### src/rtl/mac_mul_sign_restorer_pkg.sv
// Shared cfg bit indices, mode encodings and per-segment decode helpers for the
// multiplier sign restorer.
package mac_mul_sign_restorer_pkg;

    localparam int SIGNED_BIT = 3;
    localparam int MAC_BIT    = 2;

    localparam logic [1:0] MODE_SINGLE     = 2'b00;
    localparam logic [1:0] MODE_DUAL       = 2'b01;
    localparam logic [1:0] MODE_QUAD       = 2'b10;
    localparam logic [1:0] MODE_SINGLE_ALT = 2'b11;

    localparam int NUM_SEGS = 4;

    typedef enum logic [1:0] {
        SEG_SINGLE = 2'd0,
        SEG_DUAL   = 2'd1,
        SEG_QUAD   = 2'd2
    } seg_mode_e;

    function automatic seg_mode_e decode_mode(input logic [1:0] m);
        if (m == MODE_QUAD)      return SEG_QUAD;
        else if (m == MODE_DUAL) return SEG_DUAL;
        else                     return SEG_SINGLE;
    endfunction

    // Carry-in of segment seg given the carry-out of the segment below it.
    function automatic logic seg_cin(input seg_mode_e m, input int seg, input logic prev_cout);
        case (seg)
            1:       return (m == SEG_SINGLE) ? 1'b1 : prev_cout;
            2:       return (m == SEG_QUAD) ? prev_cout : 1'b1;
            3:       return (m == SEG_SINGLE) ? 1'b1 : prev_cout;
            default: return 1'b1;
        endcase
    endfunction

    // A segment takes the negated value from the flag of the top lane of its group.
    function automatic logic seg_take_bar(input seg_mode_e m, input int seg, input logic [3:0] neg);
        case (m)
            SEG_QUAD: return neg[3];
            SEG_DUAL: return (seg < 2) ? neg[1] : neg[3];
            default:  return neg[seg];
        endcase
    endfunction

endpackage

### src/rtl/mac_mul_sign_restorer_adder.sv
// Plain N-bit ripple adder with carry in/out; one instance per product segment.
module n_bit_adder #(
    parameter int N = 16
) (
    input  logic [N-1:0] a_i,
    input  logic [N-1:0] b_i,
    input  logic         cin_i,
    output logic [N-1:0] sum_o,
    output logic         cout_o
);
    logic [N:0] sum_w;

    assign sum_w  = {1'b0, a_i} + {1'b0, b_i} + {{N{1'b0}}, cin_i};
    assign sum_o  = sum_w[N-1:0];
    assign cout_o = sum_w[N];
endmodule

### src/rtl/mac_mul_sign_restorer.sv
// Re-applies product sign to unsigned multiplier magnitudes, with cfg and sign flags
// delayed to line up with the multiplier latency.
module mac_mul_sign_restorer
    import mac_mul_sign_restorer_pkg::*;
#(
    parameter int MAC_CONF_WIDTH = 4,
    parameter int MAC_MIN_WIDTH  = 8,
    parameter int MAC_MULT_WIDTH = 2 * MAC_MIN_WIDTH,
    parameter int MUL_LATENCY    = 2
) (
    input  logic                        clk,
    input  logic                        rst,
    input  logic                        en,
    input  logic                        in_valid,
    input  logic [MAC_CONF_WIDTH-1:0]   cfg,
    input  logic                        C0_neg,
    input  logic                        C1_neg,
    input  logic                        C2_neg,
    input  logic                        C3_neg,
    input  logic [4*MAC_MULT_WIDTH-1:0] prod_in,
    output logic [4*MAC_MULT_WIDTH-1:0] prod_out,
    output logic                        out_valid,
    output logic [MAC_CONF_WIDTH-1:0]   out_cfg
);
    localparam int W = MAC_MULT_WIDTH;

    logic [MUL_LATENCY-1:0]                     dly_vld_q;
    logic [MUL_LATENCY-1:0][MAC_CONF_WIDTH-1:0] dly_cfg_q;
    logic [MUL_LATENCY-1:0][NUM_SEGS-1:0]       dly_neg_q;

    for (genvar s = 0; s < MUL_LATENCY; s++) begin : g_dly
        logic                      vld_d;
        logic [MAC_CONF_WIDTH-1:0] cfg_d;
        logic [NUM_SEGS-1:0]       neg_d;

        if (s == 0) begin : g_head
            assign vld_d = in_valid;
            assign cfg_d = cfg;
            assign neg_d = {C3_neg, C2_neg, C1_neg, C0_neg};
        end else begin : g_body
            assign vld_d = dly_vld_q[s-1];
            assign cfg_d = dly_cfg_q[s-1];
            assign neg_d = dly_neg_q[s-1];
        end

        always_ff @(posedge clk) begin
            if (rst) begin
                dly_vld_q[s] <= 1'b0;
                dly_cfg_q[s] <= '0;
                dly_neg_q[s] <= '0;
            end else if (en) begin
                dly_vld_q[s] <= vld_d;
                dly_cfg_q[s] <= cfg_d;
                dly_neg_q[s] <= neg_d;
            end
        end
    end

    logic [MAC_CONF_WIDTH-1:0] cfg_l;
    logic [NUM_SEGS-1:0]       neg_l;
    seg_mode_e                 mode;

    assign cfg_l = dly_cfg_q[MUL_LATENCY-1];
    assign neg_l = dly_neg_q[MUL_LATENCY-1];
    assign mode  = decode_mode(cfg_l[1:0]);

    logic [4*W-1:0] prod_d;

    // Carries ripple upward only across segment boundaries that belong to one operand.
    for (genvar i = 0; i < NUM_SEGS; i++) begin : g_seg
        logic         cin;
        logic         cout;
        logic [W-1:0] bar;
        logic         take;

        if (i == 0) begin : g_cin0
            assign cin = 1'b1;
        end else begin : g_cinn
            assign cin = seg_cin(mode, i, g_seg[i-1].cout);
        end

        n_bit_adder #(.N(W)) u_neg (
            .a_i    (~prod_in[i*W +: W]),
            .b_i    ({W{1'b0}}),
            .cin_i  (cin),
            .sum_o  (bar),
            .cout_o (cout)
        );

        assign take             = cfg_l[SIGNED_BIT] & seg_take_bar(mode, i, neg_l);
        assign prod_d[i*W +: W] = take ? bar : prod_in[i*W +: W];
    end

    logic [4*W-1:0]            prod_q;
    logic                      out_valid_q;
    logic [MAC_CONF_WIDTH-1:0] out_cfg_q;

    always_ff @(posedge clk) begin
        if (rst) begin
            prod_q      <= '0;
            out_valid_q <= 1'b0;
            out_cfg_q   <= '0;
        end else if (en) begin
            prod_q      <= prod_d;
            out_valid_q <= dly_vld_q[MUL_LATENCY-1];
            out_cfg_q   <= cfg_l;
        end
    end

    assign prod_out  = prod_q;
    assign out_valid = out_valid_q;
    assign out_cfg   = out_cfg_q;

endmodule
### config.mk
export PLATFORM = sky130hd
export DESIGN_NAME = mac_mul_sign_restorer
export DESIGN_NICKNAME = d
export VERILOG_FILES = /design/src/rtl/mac_mul_sign_restorer_pkg.sv /design/src/rtl/mac_mul_sign_restorer_adder.sv /design/src/rtl/mac_mul_sign_restorer.sv
export SDC_FILE = /design/constraint.sdc
export NUM_CORES = 1
export LEC_CHECK = 0
export ABC_CLOCK_PERIOD_IN_PS = 13050
export BUFFER_PORTS_ARGS = -buffer_cell sky130_fd_sc_hd__buf_2
export CORE_ASPECT_RATIO = 0.5
export CORE_UTILIZATION = 50
export DETAILED_ROUTE_END_ITERATION = 16
export MAX_ROUTING_LAYER = met4
export PLACE_DENSITY = 0.79
export SETUP_SLACK_MARGIN = 0.3
export SYNTH_ARGS = -nofsm -noshare
export SYNTH_HDL_FRONTEND = slang
export SYNTH_HIERARCHICAL = 1
export SYNTH_SLANG_ARGS = --single-unit
### constraint.sdc
create_clock -name clk -period 13.05 [get_ports clk]
set_clock_uncertainty 0.2 [all_clocks]
set_input_delay 1.9575 -clock clk [delete_from_list [all_inputs] [get_ports clk]]
set_output_delay 1.9575 -clock clk [all_outputs]
set_load 0.01 [all_outputs]
# ---- After elaboration in Yosys (flattened, before gate mapping)
# Index checks and enable logic that the tools add are counted.
dict set report totals {
  out_inout_bits 69
  ff_bits 87
  elab_cells 39
  input_bits 76
}
dict set report op_classes {
  mux 12
  bitwise 8
  n_eq_ne 4
  reduce_logical 2
  n_addsub 4
}
# cell count
set op_table {}
lappend op_table {{$mux 16} 4}
lappend op_table {{$not 16->16} 4}
lappend op_table {{$add 16x1->17} 2}
lappend op_table {{$add 16x1->17 const B} 1}
lappend op_table {{$add 16x1->16} 1}
lappend op_table {{$mux 1} 6}
lappend op_table {{$and 1x1->1} 4}
lappend op_table {{$eq 2x1->1 const B} 2}
lappend op_table {{$eq 2x2->1 const B} 2}
lappend op_table {{$logic_not 2->1} 1}
lappend op_table {{$mux 2} 1}
lappend op_table {{$pmux 1 s2} 1}
lappend op_table {{$reduce_or 2->1} 1}

# ---- Logic depth before layout (Yosys ltp)
# Gate-level depths: netlist of run 1.
dict set report logic_depth {
  depth_word 11
  depth_mapped 35
  depth_no_buf 35
}

# ---- Modules after synthesis
# Netlist of run 1, hierarchy kept.
# mod cells_each n_inst seq_area_each_um2 area_per_inst_um2
set by_module_without_submodules {}
lappend by_module_without_submodules {mac_mul_sign_restorer 525 1 1741.7 4342.9}
lappend by_module_without_submodules {{n_bit_adder (g_seg[1].u_neg ...)} 91 3 0.0 726.9}
lappend by_module_without_submodules {{n_bit_adder (g_seg[0].u_neg)} 89 1 0.0 733.2}

# ---- Worst setup path before layout of run 1
# Ideal clock, no wire load.
dict set report synth_timing {
  kind {in2reg}
  start {input port prod_in[0]}
  end {register prod_q[62] (netlist: prod_out[62])}
  n_path_buf 0
  t_required_ps 12759
  setup_ps 91
  slack_ps 1977
  stages 35
  arrival_time_ps 10782
  path_cell_list {inv_1 > fa_1 > fa_1 > a21oi_2 > o21ai_2 > a21oi_2 > o221ai_2 > a221o_1 > a21o_1 > or2_2 > fa_1 > fa_1 > a21o_4 > a311oi_2 > nor3_1 > or2_4 > a311o_1 > or2b_1 > fa_1 > fa_1 > a21o_4 > a311oi_2 > nor3_1 > or2_4 > a311o_1 > or2_2 > fa_1 > fa_1 > a21o_4 > a311oi_2 > nor3_1 > or2_4 > a221oi_1 > nand3_1 > a311oi_1}
}
dict set report synth_between {
  elab_chain_len 9
}
# element line_no
set synth_lines {}
lappend synth_lines {{from (decl)} mac_mul_sign_restorer.sv:20} ;# input logic [4*MAC_MULT_WIDTH-1:0] prod_in,
lappend synth_lines {{$not 16->16} mac_mul_sign_restorer.sv:83} ;# .a_i (~prod_in[i*W +: W]),
lappend synth_lines {{$add 16x1->17} mac_mul_sign_restorer_adder.sv:13} ;# assign sum_w = {1'b0, a_i} + {1'b0, b_i} + {{N{1'b0}}, cin_i};
lappend synth_lines {{net g_seg[0].cout} mac_mul_sign_restorer.sv:72} ;# logic cout;
lappend synth_lines {{$mux 1} mac_mul_sign_restorer_pkg.sv:30} ;# 1: return (m == SEG_SINGLE) ? 1'b1 : prev_cout;
lappend synth_lines {{net g_seg[1].cin} mac_mul_sign_restorer.sv:71} ;# logic cin;
lappend synth_lines {{$add 16x1->17} mac_mul_sign_restorer_adder.sv:13}
lappend synth_lines {{net g_seg[1].cout} mac_mul_sign_restorer.sv:72}
lappend synth_lines {{$mux 1} mac_mul_sign_restorer_pkg.sv:31} ;# 2: return (m == SEG_QUAD) ? prev_cout : 1'b1;
lappend synth_lines {{net g_seg[2].cin} mac_mul_sign_restorer.sv:71}
lappend synth_lines {{$add 16x1->17} mac_mul_sign_restorer_adder.sv:13}
lappend synth_lines {{net g_seg[2].cout} mac_mul_sign_restorer.sv:72}
lappend synth_lines {{$mux 1} mac_mul_sign_restorer_pkg.sv:32} ;# 3: return (m == SEG_SINGLE) ? 1'b1 : prev_cout;
lappend synth_lines {{net g_seg[3].cin} mac_mul_sign_restorer.sv:71}
lappend synth_lines {{$add 16x1->16} mac_mul_sign_restorer_adder.sv:13}
lappend synth_lines {{net g_seg[3].bar[14]} mac_mul_sign_restorer.sv:73} ;# logic [W-1:0] bar;
lappend synth_lines {{$mux 16} mac_mul_sign_restorer.sv:91} ;# assign prod_d[i*W +: W] = take ? bar : prod_in[i*W +: W];
lappend synth_lines {{to (signal assigned)} mac_mul_sign_restorer.sv:104} ;# prod_q <= prod_d;
lappend synth_lines {{to (decl)} mac_mul_sign_restorer.sv:94} ;# logic [4*W-1:0] prod_q;
# The timed path passes the listed nets, and every way through them passes these cells.
# A chain may end at the register's enable or synchronous reset.

# ---- Final worst setup path of run 1
# Ends and elaborated chain as after synthesis.

==> reports/qor.yml, run 1 <==
drive_above_1_share_pct: 20.36
cap_viol_max_count: 0
placementRows: 30
ant_nets: 0
area_delta_synth_final_pct: 16.80
max_clock_freq_mhz: 86.62
rsz0062_at_grt: "no"
cts_sinks: 87
ctsRootBufferMaster: "clkbuf_16"
total_power_w: 0.0008002
finalCriticalPeriod_ps: 11540
start_kind: "primary input"
overflow: 0
synth_area_per_cell_um2: 8.180
grt_pass1_wl_um: 29610
die_height_um: 87.09
crit_required_ps: 13070
clkLatencyLatePin_ps: 330
cts-htree-levels: 3
wl_per_cell_um: 13.92
p_leak_nw: 3.922
drtPass1Iterations: 4
arrival_ps: 11570
track_usage_pct: 24.66
drt-total-wl_um: 17370
fin_area_um2: 8456
num-nets-final: 1198
io_buffer_count: 144
synth_warnings: 6
finalSetupTns_ps: 0
tightest_slew_ps: 1299
synthesis.area_um2: 7239
clock_path_buffers: 2
powerDensity_nw_per_um2: 94.64
grt_use_met3_pct: 3.362
core_area_um2: 13850
synthCells: 885
tritoncts: "done"
via_count: 6780
status: "complete, no violations"
grt_pass1_vias: 6576
path_max_fanout: 3
hpwl_um: 12880
cts_resized: 0
io_pins: 145
setup-violations-final: 0
grt_util_met2_pct: 40.69
die-area_um2: 14990
antennaDiodeCount: 0
antenna_found_initial: 0
drc_errors: 0
initial_utilization_pct: 52.27
min_period_over_period_pct: 88.47
hold_viol_final: 0
placedInstanceArea_um2: 8165
met1_usage_pct: 31.58
peakVddDrop_v: 0.00007391
drt_iter0_markers: 334
hp-class: "flip-flop to flip-flop"
clk_pin_slew_ps: 60
cts_setup_buffers: 0
cts_buffers: 9
cts_hold_buf: 0
die_w_um: 172.2
worst_path_max_delay_cell: "fa_1"
grt_max_degree: 98
gp_congestion: 0.8892
slew_headroom_pct: 13.20
via_per_inst: 5.433
report.final.slew_viol_count: 0
critical_path_class: "primary input to flip-flop"
top_usage_layer: "met2"
max_stage_delay_ps: 460
cp-end-kind: "flip-flop"
cpMostUsedCell: "fa_1"
==> registers in the layout (all words and copies together) (netlist names) <==
signal       flops
prod_out        64
dly_vld_q        1
cfg_l            4
out_cfg          4
out_valid        1
g_dly.cfg_d      4
g_dly.vld_d      1
g_dly.neg_d      4
neg_l            4
==> power by group <==
group          internal [W]  switching (W)  total (W)
Combinational      0.000106       0.000144   0.000249
Sequential         0.000282     0.00000917   0.000292
Clock              0.000153       0.000106   0.000259
Total              0.000541       0.000259   0.000800
==> worst max-delay path, delay by kind of cell <==
kind,cells,cell delay (ps)
buf+inv,2,140
fa+ha+maj,8,3420
simple gates,10,2050
compound gates,16,4020
==> worst paths after layout <==
| path | cells after the start | start | endpoint | slack (ps) |
|---|---|---|---|---|
| max reg2reg | 28 | cfg_l[0]$_SDFFE_PP0P_ | prod_out[62]$_SDFFE_PP0P_ | 4360 |
| max | 36 | prod_in[0] | prod_out[62]$_SDFFE_PP0P_ | 1510 |
| min | 2 | prod_out[31]$_SDFFE_PP0P_ | prod_out[31]$_SDFFE_PP0P_ | 280 |
| min reg2reg | 2 | prod_out[31]$_SDFFE_PP0P_ | prod_out[31]$_SDFFE_PP0P_ | 280 |
==> stage by stage <==
step                instances  util, %  hold WS, ps  worst slack, ps
floorplan                 952        -        260.1             1983
global placement         1233    58.95        267.7             1447
detailed placement       1233    58.95        274.9             1210
CTS                      1248    61.05        283.6             1515
global route             1248    61.05        299.2            963.2
finish                   1248    61.05        277.2             1505
==> layout by cell type, fill, tap and decap left out, drive strengths merged, types with 4 or more instances in the layout <==
master,n
a2111oi,4
a21o,20
a21oi,42
a221oi,4
a311oi,70
a31oi,10
and3,7
buf,148
clkbuf,12
conb,69
dfxtp,87
fa,8
ha,62
inv,71
mux2i,25
nand2,51
nand3,57
nand4,19
nor2,96
nor2b,5
o211ai,6
o21a,4
o21ai,54
o21bai,12
o31ai,18
or2,9
xnor2,21
xor2,32
==> layer usage <==
layer / vias to the layer above / part of all wire (%)
met5: - / 0
met4: 0 / 1.4
met3: 23 / 3.9
met2: 168 / 46
met1: 3101 / 49
li1: 3488 / -
==> layout make-up <==
type                            instances  area (um^2)
Tap cell                              192        240.2
Inverter                               71        266.5
Fill cell                            1284         5395
Sequential cell                        87         1743
Timing Repair Buffer                  148        755.7
Clock inverter                          3        43.79
Clock buffer                           12        246.5
Multi-Input combinational cell        735         5160
No activity file was read; power rests on OpenSTA's default activity.
==> inputs of run 2 (changes only) <==
--- a/config.mk
+++ b/config.mk
@@ -5,14 +5,14 @@
 export SDC_FILE = /design/constraint.sdc
 export NUM_CORES = 1
 export LEC_CHECK = 0
+export ABC_AREA = 1
 export ABC_CLOCK_PERIOD_IN_PS = 13050
 export BUFFER_PORTS_ARGS = -buffer_cell sky130_fd_sc_hd__buf_2
 export CORE_ASPECT_RATIO = 0.5
 export CORE_UTILIZATION = 50
 export DETAILED_ROUTE_END_ITERATION = 16
 export MAX_ROUTING_LAYER = met4
-export PLACE_DENSITY = 0.79
-export SETUP_SLACK_MARGIN = 0.3
+export PLACE_DENSITY = 0.77
 export SYNTH_ARGS = -nofsm -noshare
 export SYNTH_HDL_FRONTEND = slang
 export SYNTH_HIERARCHICAL = 1
==> run 2 against run 1 <==
Compared with the run above:
- hold slack improved by 3.0 ps
- sequential power grew 1%
- register-to-register slack improved by 2400 ps
- core utilization rose by 0.26 points
- non-clock buffer count down 2
- critical path type unchanged
- synthesized cell count grew 63%
- global-route usage rose by 1.3 points
- final cell count grew 48%
- largest cell class unchanged
- combinational power is 21% higher
- wire length increased by 23%
==> reports/qor.yml, run 2 <==
path_max_fanout: 3
p_leak_nw: 6.066
max_clock_freq_mhz: 115.3
grt_pass1_wl_um: 35540
hpwl_um: 16580
dp_cells: 1834
die_height_um: 93.43
cts-htree-levels: 3
drive_above_1_share_pct: 16.02
synth_warnings: 6
regToRegSetupSlack_ps: 6760
num-nets-final: 1770
total_power_w: 0.0008701
rsz0062_at_grt: "no"
peakVddDrop_v: 0.00008034
status: "complete, no violations"
clkLatencyLatePin_ps: 350
critical_path_class: "primary input to flip-flop"
clk_pin_slew_ps: 70
tightest_slew_ps: 1085
drt-total-wl_um: 21330
cp-startpoint: "prod_in[0]"
io_pins: 145
cts_sinks: 87
r2r-end: "prod_out[58]$_SDFFE_PP0P_"
crit_required_ps: 13090
synthCells: 1441
area_delta_synth_final_pct: 16.28
final_cell_mix: "440 x nand2_1, 282 x inv_1, 163 x nor2_1"
antenna_found_initial: 0
track_usage_pct: 25.98
crit_family: "adder cells"
initial_utilization_pct: 52.72
arrival_ps: 8710
io_buffer_count: 144
report.final.slew_viol_count: 0
drt_iter0_markers: 436
setup-violations-final: 0
cts_resized: 0
finalCriticalPeriod_ps: 8675
cap_viol_max_count: 0
finish.utilization_pct: 61.31
core_area_um2: 15860
slew_headroom_pct: 27.57
hold_viol_final: 0
path_buf_inv: 4
antennaDiodeCount: 0
fin_cells: 1850
largest_reg_flops: 64
wl_per_cell_um: 11.53
drc_errors: 0
drtPass1Iterations: 5
mostFrequentLayoutCell: "nand2_1"
grt_pass1_vias: 7785
crit_cells: 45
grt_max_degree: 107
worst_path_max_delay_cell: "fa_1"
die-area_um2: 17270
hp-class: "flip-flop to flip-flop"
via_count: 8726
ctsRootBufferMaster: "clkbuf_16"
cts_hold_buf: 0
max_stage_delay_ps: 460
min_period_over_period_pct: 66.47
synth_area_per_cell_um2: 5.801
reg2reg_depth: 36
cts_buffers: 9
ant_nets: 0
crit_end: "prod_out[58]$_SDFFE_PP0P_"
powerDensity_nw_per_um2: 89.51
cp-end-kind: "flip-flop"
start_kind: "primary input"
finalSetupTns_ps: 0
placementRows: 32
via_per_inst: 4.717
rr_startpoint: "cfg_l[0]$_SDFFE_PP0P_"
gp_congestion: 0.8857
overflow: 0
clock_path_buffers: 2
tritoncts: "done"
n_fill_cell: 1618
die_w_um: 184.9
cts_setup_buffers: 0
cpMostUsedCell: "nand2_1"
synthesis.area_um2: 8359
-- run 2: metal layers --
| layer | global-route usage (%) | vias to the layer above | part of all wire [%] |
|---|---|---|---|
| li1 | - | 4665 | - |
| met1 | 34.63 | 3858 | 50 |
| met2 | 41.70 | 179 | 44 |
| met3 | 4.050 | 24 | 4.4 |
| met4 | 5.096 | 0 | 1.1 |
| met5 | - | - | 0 |
-- run 2: cell type report --
cell class | count | area, um^2 | share of cell area, %
clock buffer | 9 | 225.2 | 2.317
clock inverter | 7 | 77.57 | 0.7980
inverter | 304 | 1141 | 11.74
multi-input combinational | 1076 | 5520 | 56.79
sequential | 87 | 1742 | 17.92
tap | 221 | 276.5 | 2.845
timing repair buffer | 146 | 738.2 | 7.594
-- run 2: how the worst min path moves through the flow --
stage | startpoint | to | slack [ps] | cells past startpoint
after detailed placement | g_dly[1].neg_d[2]$_SDFFE_PP0P_ | neg_l[2]$_SDFFE_PP0P_ | 270 | 2
after CTS | g_dly[1].neg_d[2]$_SDFFE_PP0P_ | neg_l[2]$_SDFFE_PP0P_ | 290 | 2
after global routing | g_dly[1].neg_d[2]$_SDFFE_PP0P_ | neg_l[2]$_SDFFE_PP0P_ | 310 | 2
final | prod_out[59]$_SDFFE_PP0P_ | prod_out[59]$_SDFFE_PP0P_ | 280 | 2
after global placement | prod_out[59]$_SDFFE_PP0P_ | prod_out[59]$_SDFFE_PP0P_ | 260 | 2
after floorplan | g_dly[1].neg_d[3]$_SDFFE_PP0P_ | neg_l[3]$_SDFFE_PP0P_ | 250 | 2
-- run 2: worst reg2reg max path, delay by kind of cell (launching register included) --
kind	cells	cell delay (ps)
AO/OA/AOI/OAI	3	300
flip-flops	1	340
AND/OR/NAND/NOR	23	2310
buffers and inverters	3	190
adder cells (fa/ha/maj)	7	2830
-- run 2: power by group --
| part | internal [W] | switching (W) | leakage, nW | total, W |
|---|---|---|---|---|
| Sequential | 0.000285 | 0.0000113 | 0.723 | 0.000296 |
| Clock | 0.000151 | 0.000121 | 0.147 | 0.000272 |
| Combinational | 0.000111 | 0.000191 | 5.20 | 0.000302 |
-- run 2: metrics by stage --
step / area (um^2) / hold slack [ps] / setup WS, ps
floorplan: 8611 / 249.5 / 4803
global placement: 9418 / 255.7 / 4255
detailed placement: 9418 / 267.2 / 4080
CTS: 9721 / 285.2 / 4429
global route: 9721 / 310.3 / 3981
finish: 9721 / 280.1 / 4375
